### config.mk
export PLATFORM = sky130hd
export DESIGN_NAME = perceptron_trainer
export DESIGN_NICKNAME = d
export VERILOG_FILES = /design/src/rtl/perceptron_pkg.sv /design/src/rtl/perceptron_trainer_q_mul_sat.sv /design/src/rtl/perceptron_trainer.sv
export SDC_FILE = /design/constraint.sdc
export NUM_CORES = 1
export LEC_CHECK = 0
export ABC_AREA = 0
export BUFFER_PORTS_ARGS = -buffer_cell sky130_fd_sc_hd__buf_2
export CORE_ASPECT_RATIO = 1.1
export CORE_MARGIN = 2
export CORE_UTILIZATION = 60
export CTS_CLUSTER_DIAMETER = 40
export DETAILED_ROUTE_END_ITERATION = 10
export PLACE_DENSITY = 0.88
export SYNTH_ARGS = -nofsm -noshare
export SYNTH_HDL_FRONTEND = slang
export SYNTH_SLANG_ARGS = --single-unit
### constraint.sdc
create_clock -name clk -period 41.4 [get_ports clk]
set_input_delay 12.42 -clock clk [delete_from_list [all_inputs] [get_ports clk]]
set_output_delay 12.42 -clock clk [all_outputs]
set_load 0.005 [all_outputs]
### src/rtl/perceptron_pkg.sv
`default_nettype none
// ============================================================================
//  Module      : perceptron_pkg
//  Description : Shared FSM state encoding and signed Q-format helpers for
//                the multi-epoch perceptron trainer.
//  Revision    : 1.0 - initial release
// ============================================================================
package perceptron_pkg;

    typedef enum logic [2:0] {
        IDLE = 3'd0,
        ACC  = 3'd1,
        UPD  = 3'd2,
        EEND = 3'd3,
        DONE = 3'd4
    } state_e;

    // Fixed-point 1.0 for a given number of fraction bits
    function automatic logic signed [63:0] q_one(input int frac_w);
        return 64'sd1 <<< frac_w;
    endfunction

    // Clamp a wide signed value into the range of a signed word of 'width' bits
    function automatic logic signed [63:0] sat_w(input logic signed [63:0] v, input int width);
        logic signed [63:0] hi;
        logic signed [63:0] lo;
        hi = (64'sd1 <<< (width - 1)) - 64'sd1;
        lo = -(64'sd1 <<< (width - 1));
        if (v > hi) return hi;
        if (v < lo) return lo;
        return v;
    endfunction

endpackage
`default_nettype wire

### src/rtl/perceptron_trainer_q_mul_sat.sv
`default_nettype none
// ============================================================================
//  Module      : q_mul_sat
//  Description : Signed DATA_W x DATA_W fixed-point multiply, arithmetic
//                shift right by FRAC_W, saturated back to DATA_W.
//  Revision    : 1.0 - initial release
// ============================================================================
module q_mul_sat
    import perceptron_pkg::*;
#(
    parameter int DATA_W = 16,
    parameter int FRAC_W = 10
) (
    input  logic signed [DATA_W-1:0] a_i,
    input  logic signed [DATA_W-1:0] b_i,
    output logic signed [DATA_W-1:0] p_o
);

    logic signed [2*DATA_W-1:0] full_w;
    logic signed [63:0]         shift_w;

    // Full-precision product, rescaled, then clamped into the word range
    always_comb begin
        full_w  = a_i * b_i;
        shift_w = 64'(full_w) >>> FRAC_W;
        p_o     = DATA_W'(sat_w(shift_w, DATA_W));
    end

endmodule
`default_nettype wire

### src/rtl/perceptron_trainer.sv
`default_nettype none
// ============================================================================
//  Module      : perceptron_trainer
//  Description : Multi-epoch online perceptron trainer with a serial datapath
//                and one shared saturating Q-format multiplier.
//                Optional macro PERCEPTRON_ERRCNT_EN adds epoch_errs_o and
//                epoch_pulse_o.
//  Revision    : 1.0 - initial release
// ============================================================================
module perceptron_trainer
    import perceptron_pkg::*;
#(
    parameter int DATA_W    = 16,
    parameter int FRAC_W    = 10,
    parameter int N_IN      = 2,
    parameter int N_SAMP    = 4,
    parameter int MAX_EPOCH = 64
) (
    input  logic                               clk,
    input  logic                               rst_n,
    input  logic                               start_i,
    input  logic [N_SAMP*N_IN*DATA_W-1:0]      x_i,
    input  logic [N_SAMP-1:0]                  d_i,
    input  logic [DATA_W-1:0]                  u_i,
    input  logic [(N_IN+1)*DATA_W-1:0]         w_init_i,
    output logic [(N_IN+1)*DATA_W-1:0]         w_o,
    output logic [N_SAMP-1:0]                  result_o,
    output logic [$clog2(MAX_EPOCH+1)-1:0]     epoch_cnt_o,
    output logic                               busy_o,
    output logic                               done_o,
    output logic                               converged_o
`ifdef PERCEPTRON_ERRCNT_EN
    ,
    output logic [$clog2(N_SAMP+1)-1:0]        epoch_errs_o,
    output logic                               epoch_pulse_o
`endif
);

    localparam int IDX_W  = $clog2(N_IN + 1);
    localparam int SAMP_W = (N_SAMP > 1) ? $clog2(N_SAMP) : 1;
    localparam int EC_W   = $clog2(MAX_EPOCH + 1);
    localparam int ERR_W  = $clog2(N_SAMP + 1);
    localparam int ACC_W  = DATA_W + $clog2(N_IN + 2);

    localparam logic [IDX_W-1:0]         LAST_IDX  = IDX_W'(N_IN);
    localparam logic [SAMP_W-1:0]        LAST_SAMP = SAMP_W'(N_SAMP - 1);
    localparam logic [EC_W-1:0]          MAX_EC    = EC_W'(MAX_EPOCH);
    localparam logic [ERR_W-1:0]         ERR_MAX   = ERR_W'(N_SAMP);
    localparam logic signed [DATA_W-1:0] ONE       = DATA_W'(q_one(FRAC_W));

    state_e                    state_q, state_d;
    logic signed [DATA_W-1:0]  w_q [N_IN+1];
    logic signed [DATA_W-1:0]  x_arr [N_SAMP][N_IN+1];
    logic [IDX_W-1:0]          idx_q;
    logic [SAMP_W-1:0]         samp_q;
    logic signed [ACC_W-1:0]   acc_q;
    logic [N_SAMP-1:0]         y_vec_q;
    logic [N_SAMP-1:0]         result_q;
    logic                      e_pos_q, e_neg_q;
    logic [ERR_W-1:0]          err_q;
    logic [EC_W-1:0]           epoch_cnt_q;
    logic                      busy_q, done_q, converged_q;

    logic signed [DATA_W-1:0]  mul_a, mul_b, prod;
    logic signed [ACC_W-1:0]   acc_sum;
    logic                      y_w, e_pos_w, e_neg_w, last_idx, last_samp;
    logic signed [DATA_W+1:0]  w_sum;
    logic signed [DATA_W-1:0]  w_new;

    // Sample table view: slot 0 is the constant 1.0 that multiplies the bias
    for (genvar s = 0; s < N_SAMP; s++) begin : g_samp
        assign x_arr[s][0] = ONE;
        for (genvar i = 0; i < N_IN; i++) begin : g_in
            assign x_arr[s][i+1] = x_i[(s*N_IN+i)*DATA_W +: DATA_W];
        end
    end

    for (genvar i = 0; i <= N_IN; i++) begin : g_wout
        assign w_o[i*DATA_W +: DATA_W] = w_q[i];
    end

    assign result_o    = result_q;
    assign epoch_cnt_o = epoch_cnt_q;
    assign busy_o      = busy_q;
    assign done_o      = done_q;
    assign converged_o = converged_q;

    q_mul_sat #(.DATA_W(DATA_W), .FRAC_W(FRAC_W)) u_mul (
        .a_i (mul_a),
        .b_i (mul_b),
        .p_o (prod)
    );

    // Shared multiplier operands, accumulation, decision and weight update
    always_comb begin
        last_idx  = (idx_q == LAST_IDX);
        last_samp = (samp_q == LAST_SAMP);
        mul_b     = x_arr[samp_q][idx_q];
        mul_a     = (state_q == UPD) ? signed'(u_i) : w_q[idx_q];
        acc_sum   = ((idx_q == '0) ? {ACC_W{1'b0}} : acc_q) + ACC_W'(prod);
        y_w       = !acc_sum[ACC_W-1] && (acc_sum != '0);
        e_pos_w   = d_i[samp_q] && !y_w;
        e_neg_w   = !d_i[samp_q] && y_w;
        w_sum     = e_pos_q ? ((DATA_W+2)'(w_q[idx_q]) + (DATA_W+2)'(prod))
                            : ((DATA_W+2)'(w_q[idx_q]) - (DATA_W+2)'(prod));
        w_new     = DATA_W'(sat_w(64'(w_sum), DATA_W));
    end

    // Next-state logic
    always_comb begin
        state_d = state_q;
        case (state_q)
            IDLE: if (start_i) state_d = ACC;
            ACC:  if (last_idx) state_d = UPD;
            UPD:  if (last_idx) state_d = last_samp ? EEND : ACC;
            EEND: begin
                if (err_q == '0 || (epoch_cnt_q + EC_W'(1)) == MAX_EC) state_d = DONE;
                else state_d = ACC;
            end
            DONE: state_d = IDLE;
            default: state_d = IDLE;
        endcase
    end

    // State register
    always_ff @(posedge clk or negedge rst_n) begin
        if (!rst_n) state_q <= IDLE;
        else        state_q <= state_d;
    end

    // Datapath and status registers
    always_ff @(posedge clk or negedge rst_n) begin
        if (!rst_n) begin
            for (int i = 0; i <= N_IN; i++) w_q[i] <= '0;
            idx_q       <= '0;
            samp_q      <= '0;
            acc_q       <= '0;
            y_vec_q     <= '0;
            result_q    <= '0;
            e_pos_q     <= 1'b0;
            e_neg_q     <= 1'b0;
            err_q       <= '0;
            epoch_cnt_q <= '0;
            busy_q      <= 1'b0;
            done_q      <= 1'b0;
            converged_q <= 1'b0;
        end else begin
            done_q <= 1'b0;
            case (state_q)
                IDLE: begin
                    if (start_i) begin
                        for (int i = 0; i <= N_IN; i++) w_q[i] <= w_init_i[i*DATA_W +: DATA_W];
                        idx_q       <= '0;
                        samp_q      <= '0;
                        err_q       <= '0;
                        epoch_cnt_q <= '0;
                        converged_q <= 1'b0;
                        busy_q      <= 1'b1;
                    end
                end
                ACC: begin
                    acc_q <= acc_sum;
                    if (last_idx) begin
                        idx_q           <= '0;
                        y_vec_q[samp_q] <= y_w;
                        e_pos_q         <= e_pos_w;
                        e_neg_q         <= e_neg_w;
                        if ((e_pos_w || e_neg_w) && err_q != ERR_MAX) err_q <= err_q + ERR_W'(1);
                    end else begin
                        idx_q <= idx_q + IDX_W'(1);
                    end
                end
                UPD: begin
                    if (e_pos_q || e_neg_q) w_q[idx_q] <= w_new;
                    if (last_idx) begin
                        idx_q  <= '0;
                        samp_q <= last_samp ? '0 : samp_q + SAMP_W'(1);
                    end else begin
                        idx_q <= idx_q + IDX_W'(1);
                    end
                end
                EEND: begin
                    epoch_cnt_q <= epoch_cnt_q + EC_W'(1);
                    result_q    <= y_vec_q;
                    if (err_q == '0) converged_q <= 1'b1;
                    err_q <= '0;
                end
                DONE: begin
                    busy_q <= 1'b0;
                    done_q <= 1'b1;
                end
                default: ;
            endcase
        end
    end

`ifdef PERCEPTRON_ERRCNT_EN
    logic [ERR_W-1:0] epoch_errs_q;

    // Error count of the most recently completed epoch
    always_ff @(posedge clk or negedge rst_n) begin
        if (!rst_n)                epoch_errs_q <= '0;
        else if (state_q == EEND)  epoch_errs_q <= err_q;
    end

    assign epoch_errs_o  = epoch_errs_q;
    assign epoch_pulse_o = (state_q == EEND);
`endif

endmodule
`default_nettype wire

# Yosys cells after proc, flatten, opt, wreduce, memory -nomap -nowiden
# Index checks and enable logic that the tools add are counted.
# W data, S select, Z words.
[totals]
regBits = 96
ram_bits = 0
latchBits = 0
wordCells = 141
n_memories = 0
out_inout_bits = 62
romBits = 0
input_bits = 199
[classes]
add_sub_neg = 7
magnitude_cmp = 9
n_eq_ne = 14
n_shift = 0
bitwise = 2
div_mod_pow = 0
mul = 1
n_reduce_logical = 31
n_mux = 61
[ops]
columns = ["cell", "count"]
rows = [
  ["$mux W16", 14],
  ["$mux W48", 4],
  ["$bmux W48 S2", 1],
  ["$pmux W48 S2", 1],
  ["$bmux W16 S2", 2],
  ["$bwmux W48", 1],
  ["$mux W18", 2],
  ["$demux W16 S2", 1],
  ["$mul A16 B16 Y32", 1],
  ["$gt A22 B16 Y1 const B", 1],
  ["$lt A22 B16 Y1 const B", 1],
  ["$mux W3", 7],
  ["$add A18 B18 Y18", 1],
  ["$gt A18 B16 Y1 const B", 1],
  ["$lt A18 B16 Y1 const B", 1],
  ["$reduce_bool A18 Y1", 1],
  ["$add A16 B16 Y17", 1],
  ["$sub A16 B16 Y17", 1],
  ["$pmux W7 S2", 1],
  ["$mux W1", 12],
  ["$pmux W3 S4", 1],
  ["$reduce_and A3 Y1", 4],
  ["$mux W2", 5],
  ["$ne A2 B2 Y1 const B", 5],
  ["other kinds (32)", 55],
]

# Depth between registers and ports, before layout
# Gate-level depths: netlist of run 1.
[logic_depth]
depth_word = 23
depth_mapped = 58
ltp_nobuf = 53

# Modules after synthesis
# A second synthesis of run 1 with hierarchy kept.
[unflattened]
cells_unflattened = 2006
area_unflattened_um2 = 18089.8
[by_module_without_submodules]
columns = ["module", "cells_each", "seq_area_each_um2", "area_each_um2", "n_inst"]
rows = [
  ["q_mul_sat", 1088, 0.0, 9883.2, 1],
  ["perceptron_trainer", 918, 2402.3, 8206.6, 1],
]

# Least setup slack after synthesis of run 1
# No wires, ideal clock.
[synth_timing]
path_kind = "in2reg"
from = "input port x_i[114]"
to = "register epoch_cnt_q[4], in the netlist epoch_cnt_o[4]"
t_required_ns = 41.269
arrival_ns = 24.067
setup_slack_ns = 17.201
setup_ns = 0.131
n_path_buf = 2
cell_stages = 50
path_cell_list = "mux4_2 > a22o_1 > clkbuf_1 > nand2_1 > inv_1 > fa_1 > fa_1 > inv_1 > fa_1 > fa_1 > inv_1 > fa_1 > inv_1 > fa_1 > inv_1 > ha_1 > a21o_1 > a21o_1 > [14 not listed] > a21oi_1 > o21ai_0 > a21o_1 > a21oi_1 > o21ba_2 > xnor2_1 > nor4_1 > o31ai_1 > a2111oi_2 > a41o_2 > ha_1 > a211oi_1 > o21ai_0 > o21ai_0 > nand2b_1 > nand2b_1 > o21ai_0 > o31ai_1"
[synth_lines]
columns = ["element", "line_no", "rtl"]
rows = [
  ["start: declaration", "perceptron_trainer.sv:22", "input logic [N_SAMP*N_IN*DATA_W-1:0] x_i,"],
  ["end signal: assignment", "perceptron_trainer.sv:183", "epoch_cnt_q <= epoch_cnt_q + EC_W'(1);"],
  ["end: declaration", "perceptron_trainer.sv:61", "logic [EC_W-1:0] epoch_cnt_q;"],
]

==> impl_metrics.yaml, run 1 <==
status:
  run_status: "finished clean"
cts:
  htreeDepth: 3
  numCtsBuffers: 9
  cts.sinks: 96
  cts-resized-gates: 0
  clkSlewWorstSetupHoldPaths_ns: 0.08
  ctsLongestPathBuffers: 2
  insertion_delay_ns: 0.36
  post_cts.repair.setup_buffers: 0
  cts_tree: "done"
  cts_hold_buffers: 0
  cts_root_buffer: "clkbuf_16"
yosys:
  synthArstFlopShare: 1.00
  syn_nets: 2699
  yosysWarnings: 0
  synth_edf_count: 0
  yosys.area.top_type_share: 0.290
  yosys-top-cells-count: "363 x inv_1, 263 x fa_1, 230 x nand2_1, 218 x nor2_1, 121 x ha_1"
  synth_seq_cells: 96
  synth_flop_cell: "dfrtp_1"
  syn_area_um2: 18200
  synth_most_common_cell: "inv_1"
  syn_area_per_cell_um2: 8.59
  yosys.area.top_type: "fa_1"
  synth_area_leaders: "fa_1 29%, dfrtp_1 13%, ha_1 8.3%"
  ys_seq_area_frac: 0.132
  synth_cell_type_count: 85
  syn_inst: 2116
sta:
  skew_ns: 0.0107
  setup_viol: 0
  fmax_mhz: 38.8
  relSlewSlack: 0.125
  min_period_ns: 25.77
  rsz0062_at_grt: "no"
  fin_crit_sh: 0.622
  report.final.slew_viol_count: 0
  final_hold_viol_count: 0
  worst_pin_slew_ns: 1.31
  fin_setup_tns_ns: 0
setup_path:
  crit_type: "input pin to register"
  cp.required_ns: 41.60
  critPathLaunch: "x_i[114]"
  r2r-start: "idx_q[0]"
  cp_max_fo: 9
  crit_path_start_kind: "input pin"
  slowest_delay_ns: 0.86
  endpoint: "epoch_cnt_o[6]"
  reg2reg_to: "epoch_cnt_o[6]"
  ff2ff_path_depth: 53
  cp.arrival_ns: 25.97
  cp_slowest_cell: "fa_1"
  endpoint_kind: "register"
  r2r_slack_ns: 26.10
route:
  vias: 16600
  route.detailed.drc: 0
  detail_route.wl_per_cell_um: 21.1
  ant_nets: 0
  drt-initial-drc-count: 1595
  wirelength_um: 57100
  drt_first_pass_iters: 6
  vias_per_cell: 6.14
floorplan:
  rows: 66
  die_y_um: 187
  core_area_um2: 29700
  fp.dieW_um: 170
  ioPinCount: 261
  die_area_um2: 31700
  start_util: 0.611
place:
  numPlacedInstances: 2683
  dpl.hpwl_um: 47200
  place.port_buffers: 260
  place_congestion: 1.01
global_routing:
  grt_overflow_total: 0
  track_usage: 0.372
  grt_pass1_wl_um: 92300
  antenna_found_initial: 3
  grt_pass1_vias: 17600
  grt_max_degree: 73
cells_and_area:
  final_cells: 2701
  final_nets: 2903
  fill_cells: 2334
  syn2layout_area_growth_pct: 10.6
  drive_gt1_frac: 0.172
  final_core_util: 0.676
hold_path:
  holdCritStartpoint: "acc_q[9]"
  hold_class: "register to register"
run:
  drv_cap: 0
layout by cell type, fill, tap and decap left out, types with 20 or more instances in the layout:
cell	n
mux2i_1	20
buf_4	31
nor2_1	218
nand2b_1	27
nor3_1	22
xor2_1	31
ha_1	121
dfrtp_1	95
nand2_1	230
nor2b_1	32
o22ai_1	34
o21ai_0	71
o21ai_1	28
mux4_2	31
inv_1	363
a21oi_1	100
a22oi_1	27
buf_2	259
xnor2_1	37
fa_1	263
logic make-up after synthesis:
logic type	count (synthesis)	share of synthesized area
flops	96	0.132
fa+ha+maj	399	0.382
simple gates	639	0.159
mux	60	0.0550
buf+inv	460	0.0965
compound gates	391	0.139
xor+xnor	71	0.0361
state kept, by name, summed over array words and instances, names as in the netlist, 2 cells and up:
| signal | flops |
|---|---|
| acc_q | 18 |
| y_vec_q | 4 |
| w_o | 48 |
| epoch_cnt_o | 7 |
| state_q | 3 |
| result_o | 4 |
| idx_q | 2 |
| err_q | 3 |
| samp_q | 2 |
critical path, delay by kind of cell:
family                     cells  cell delay [ns]
adders and majority gates      9             4.41
buffers and inverters          7             0.67
AOI/OAI and AO/OA             21             4.93
muxes                          1             0.48
and+or+nand+nor               11             3.03
area by class of cell:
| cell class | instances | area [um^2] | share of cell area |
|---|---|---|---|
| multi-input cells | 1560 | 14000 | 0.698 |
| flip-flops and latches | 96 | 2400 | 0.120 |
| repair buffers | 290 | 1530 | 0.0761 |
| inverters | 363 | 1360 | 0.0678 |
| well taps | 374 | 468 | 0.0233 |
| clock buffers | 10 | 239 | 0.0119 |
| clock inverters | 6 | 62.6 | 0.00311 |
| diodes | 2 | 5.00 | 0.000249 |
stage by stage:
stage          instance area (um^2)  setup WS [ns]  hold WS, ns
2_1_floorplan                 18200          17.20        0.438
3_3_place_gp                  19800          16.23        0.453
3_5_place_dp                  19800          15.76        0.458
4_1_cts                       20100          15.87        0.476
5_1_grt                       20100          14.82        0.494
6_report                      20100          15.63        0.472
worst min path at each step:
stage,to,slack [ns],depth (start not counted)
5_1_grt,acc_q[9],0.49,2
3_3_place_gp,acc_q[9],0.45,2
2_1_floorplan,acc_q[0],0.44,2
4_1_cts,acc_q[9],0.48,2
6_report,acc_q[9],0.47,2
3_5_place_dp,acc_q[9],0.46,2
metal layers:
metal,up-vias,track usage,part of all wire
met1,8046,0.458,0.37
met5,-,0,0.00021
li1,7308,-,-
met2,986,0.612,0.48
met3,229,0.108,0.11
met4,2,0.158,0.048
Power of run 1 is left out: the tool's default activity adds up to more than one toggle a clock period on the data nets, which glitch-free logic cannot reach.
==> inputs of run 2 (changes only) <==
- CORE_UTILIZATION: 60 -> 55
- PLACE_DENSITY: 0.88 -> 0.85
- clock period: 41.4 -> 20.8 ns (I/O delays scaled with it)
==> run 2 against run 1 <==
Effect of this change: register-to-register slack worse by 20 ns; final area up 0.32%; wire length down 1.3%; non-clock buffer count unchanged; critical path type unchanged; sequential share of layout area about the same; final cell count up 2.1%; critical path depth down 2; clock skew up 0.0027 ns; critical endpoint is now epoch_cnt_o[5].
==> impl_metrics.yaml, run 2 (synthesis results as in run 1) <==
cells_and_area:
  final_common_cell: "inv_1"
  syn2layout_area_growth_pct: 11.0
  multi_input_area_um2: 14000
  final_core_util: 0.621
  final_nets: 2903
  register_area_um2: 2400
  final_cells: 2758
  most-common-layout-cells: "363 x inv_1, 263 x fa_1, 259 x buf_2, 230 x nand2_1, 218 x nor2_1"
  drive_gt1_frac: 0.171
  fill_cells: 2697
  largest_reg_flops: 48
route:
  ant_nets: 0
  detail_route.wl_per_cell_um: 20.4
  route.detailed.drc: 0
  vias_per_cell: 6.07
  vias: 16700
  dr.max_layer_used: "met5"
  drt_first_pass_iters: 6
  drt-initial-drc-count: 1679
  wl_met1_um: 20900
  wirelength_um: 56400
  wl_met3_um: 5800
  wl_met2_um: 26700
status:
  run_status: "finished clean"
sta:
  skew_ns: 0.0134
  report.final.slew_viol_count: 0
  setup_ws_ns: 1.55
  fin_setup_tns_ns: 0
  fin_crit_sh: 0.926
  final_hold_viol_count: 0
  min_period_ns: 19.25
  fmax_mhz: 51.9
  rsz0062_at_grt: "no"
  setup_viol: 0
  relSlewSlack: 0.216
  worst_pin_slew_ns: 1.17
place:
  dpl_worst_slack_ns: 1.41
  place.port_buffers: 260
  place_congestion: 1.00
  dpl.hpwl_um: 47000
  numPlacedInstances: 2735
cts:
  numCtsBuffers: 9
  cts_root_buffer: "clkbuf_16"
  cts_hold_buffers: 0
  cts.sinks: 96
  cts-resized-gates: 0
  post_cts.repair.setup_buffers: 0
  clkSlewWorstSetupHoldPaths_ns: 0.07
  htreeDepth: 3
  cts_tree: "done"
  insertion_delay_ns: 0.36
  ctsLongestPathBuffers: 2
global_routing:
  grt_pass1_vias: 17400
  grt_pass1_wl_um: 91500
  antenna_found_initial: 7
  track_usage: 0.337
  grt_overflow_total: 0
  grt_max_degree: 61
floorplan:
  ioPinCount: 261
  fp.dieW_um: 177
  die_y_um: 195
  start_util: 0.560
  die_area_um2: 34500
  core_area_um2: 32500
  rows: 69
setup_path:
  crit_path_start_kind: "input pin"
  cp.required_ns: 21.01
  cp_slowest_cell: "a22oi_1"
  slowest_delay_ns: 0.75
  cp_max_fo: 7
  cp.arrival_ns: 19.46
  crit_type: "input pin to register"
  endpoint_kind: "register"
  crit_top_cell: "fa_1"
run:
  drv_cap: 0
hold_path:
  hold_class: "register to register"
-- run 2: changes by cell type in the layout (fill, tap and decap cells not counted) --
cell      change
clkinv_4      -1
a21oi_2       -2
inv_8         +1
a21oi_1       +2
clkinv_8      -1
diode_2       +5
inv_6         +1
-- run 2: path summary, 6_finish.rpt --
path | startpoint | endpoint | slack, ns | cells past startpoint
worst max-delay path | x_i[82] | epoch_cnt_o[5] | 1.55 | 47
worst min-delay path | acc_q[14] | acc_q[14] | 0.47 | 2
worst max register to register | idx_q[1] | epoch_cnt_o[5] | 6.11 | 52
worst min register to register | acc_q[14] | acc_q[14] | 0.47 | 2
max in group asynchronous | rst_n | acc_q[11] | 13.79 | 2
min in group asynchronous | rst_n | busy_o | 5.84 | 1
-- run 2: layer usage --
metal,vias up,track usage
met5,-,0
met3,241,0.0867
li1,7310,-
met2,1032,0.542
met1,8155,0.425
met4,4,0.159
-- run 2: area by class of cell --
| cell class | instances | area share |
|---|---|---|
| Multi-Input combinational cell | 1560 | 0.695 |
| Clock inverter | 6 | 0.00285 |
| Timing Repair Buffer | 290 | 0.0758 |
| Tap cell | 426 | 0.0264 |
| Sequential cell | 96 | 0.119 |
| Clock buffer | 10 | 0.0119 |
| Antenna cell | 7 | 0.000869 |
| Inverter | 363 | 0.0676 |
-- run 2: critical path: cells and delay by family --
family / cells / cell delay (ns)
AOI/OAI and AO/OA: 21 / 5.22
adders and majority gates: 9 / 4.09
and+or+nand+nor: 10 / 2.93
buffers and inverters: 6 / 0.48
muxes: 1 / 0.48
-- run 2: metrics by stage --
| step | instance area, um^2 | hold slack (ns) |
|---|---|---|
| final | 20200 | 0.473 |
| after global routing | 20100 | 0.500 |
| after CTS | 20100 | 0.478 |
| after detailed placement | 19900 | 0.459 |
| after global placement | 19900 | 0.449 |
| after floorplan | 18200 | 0.438 |
Power of run 2 is left out for the same reason.
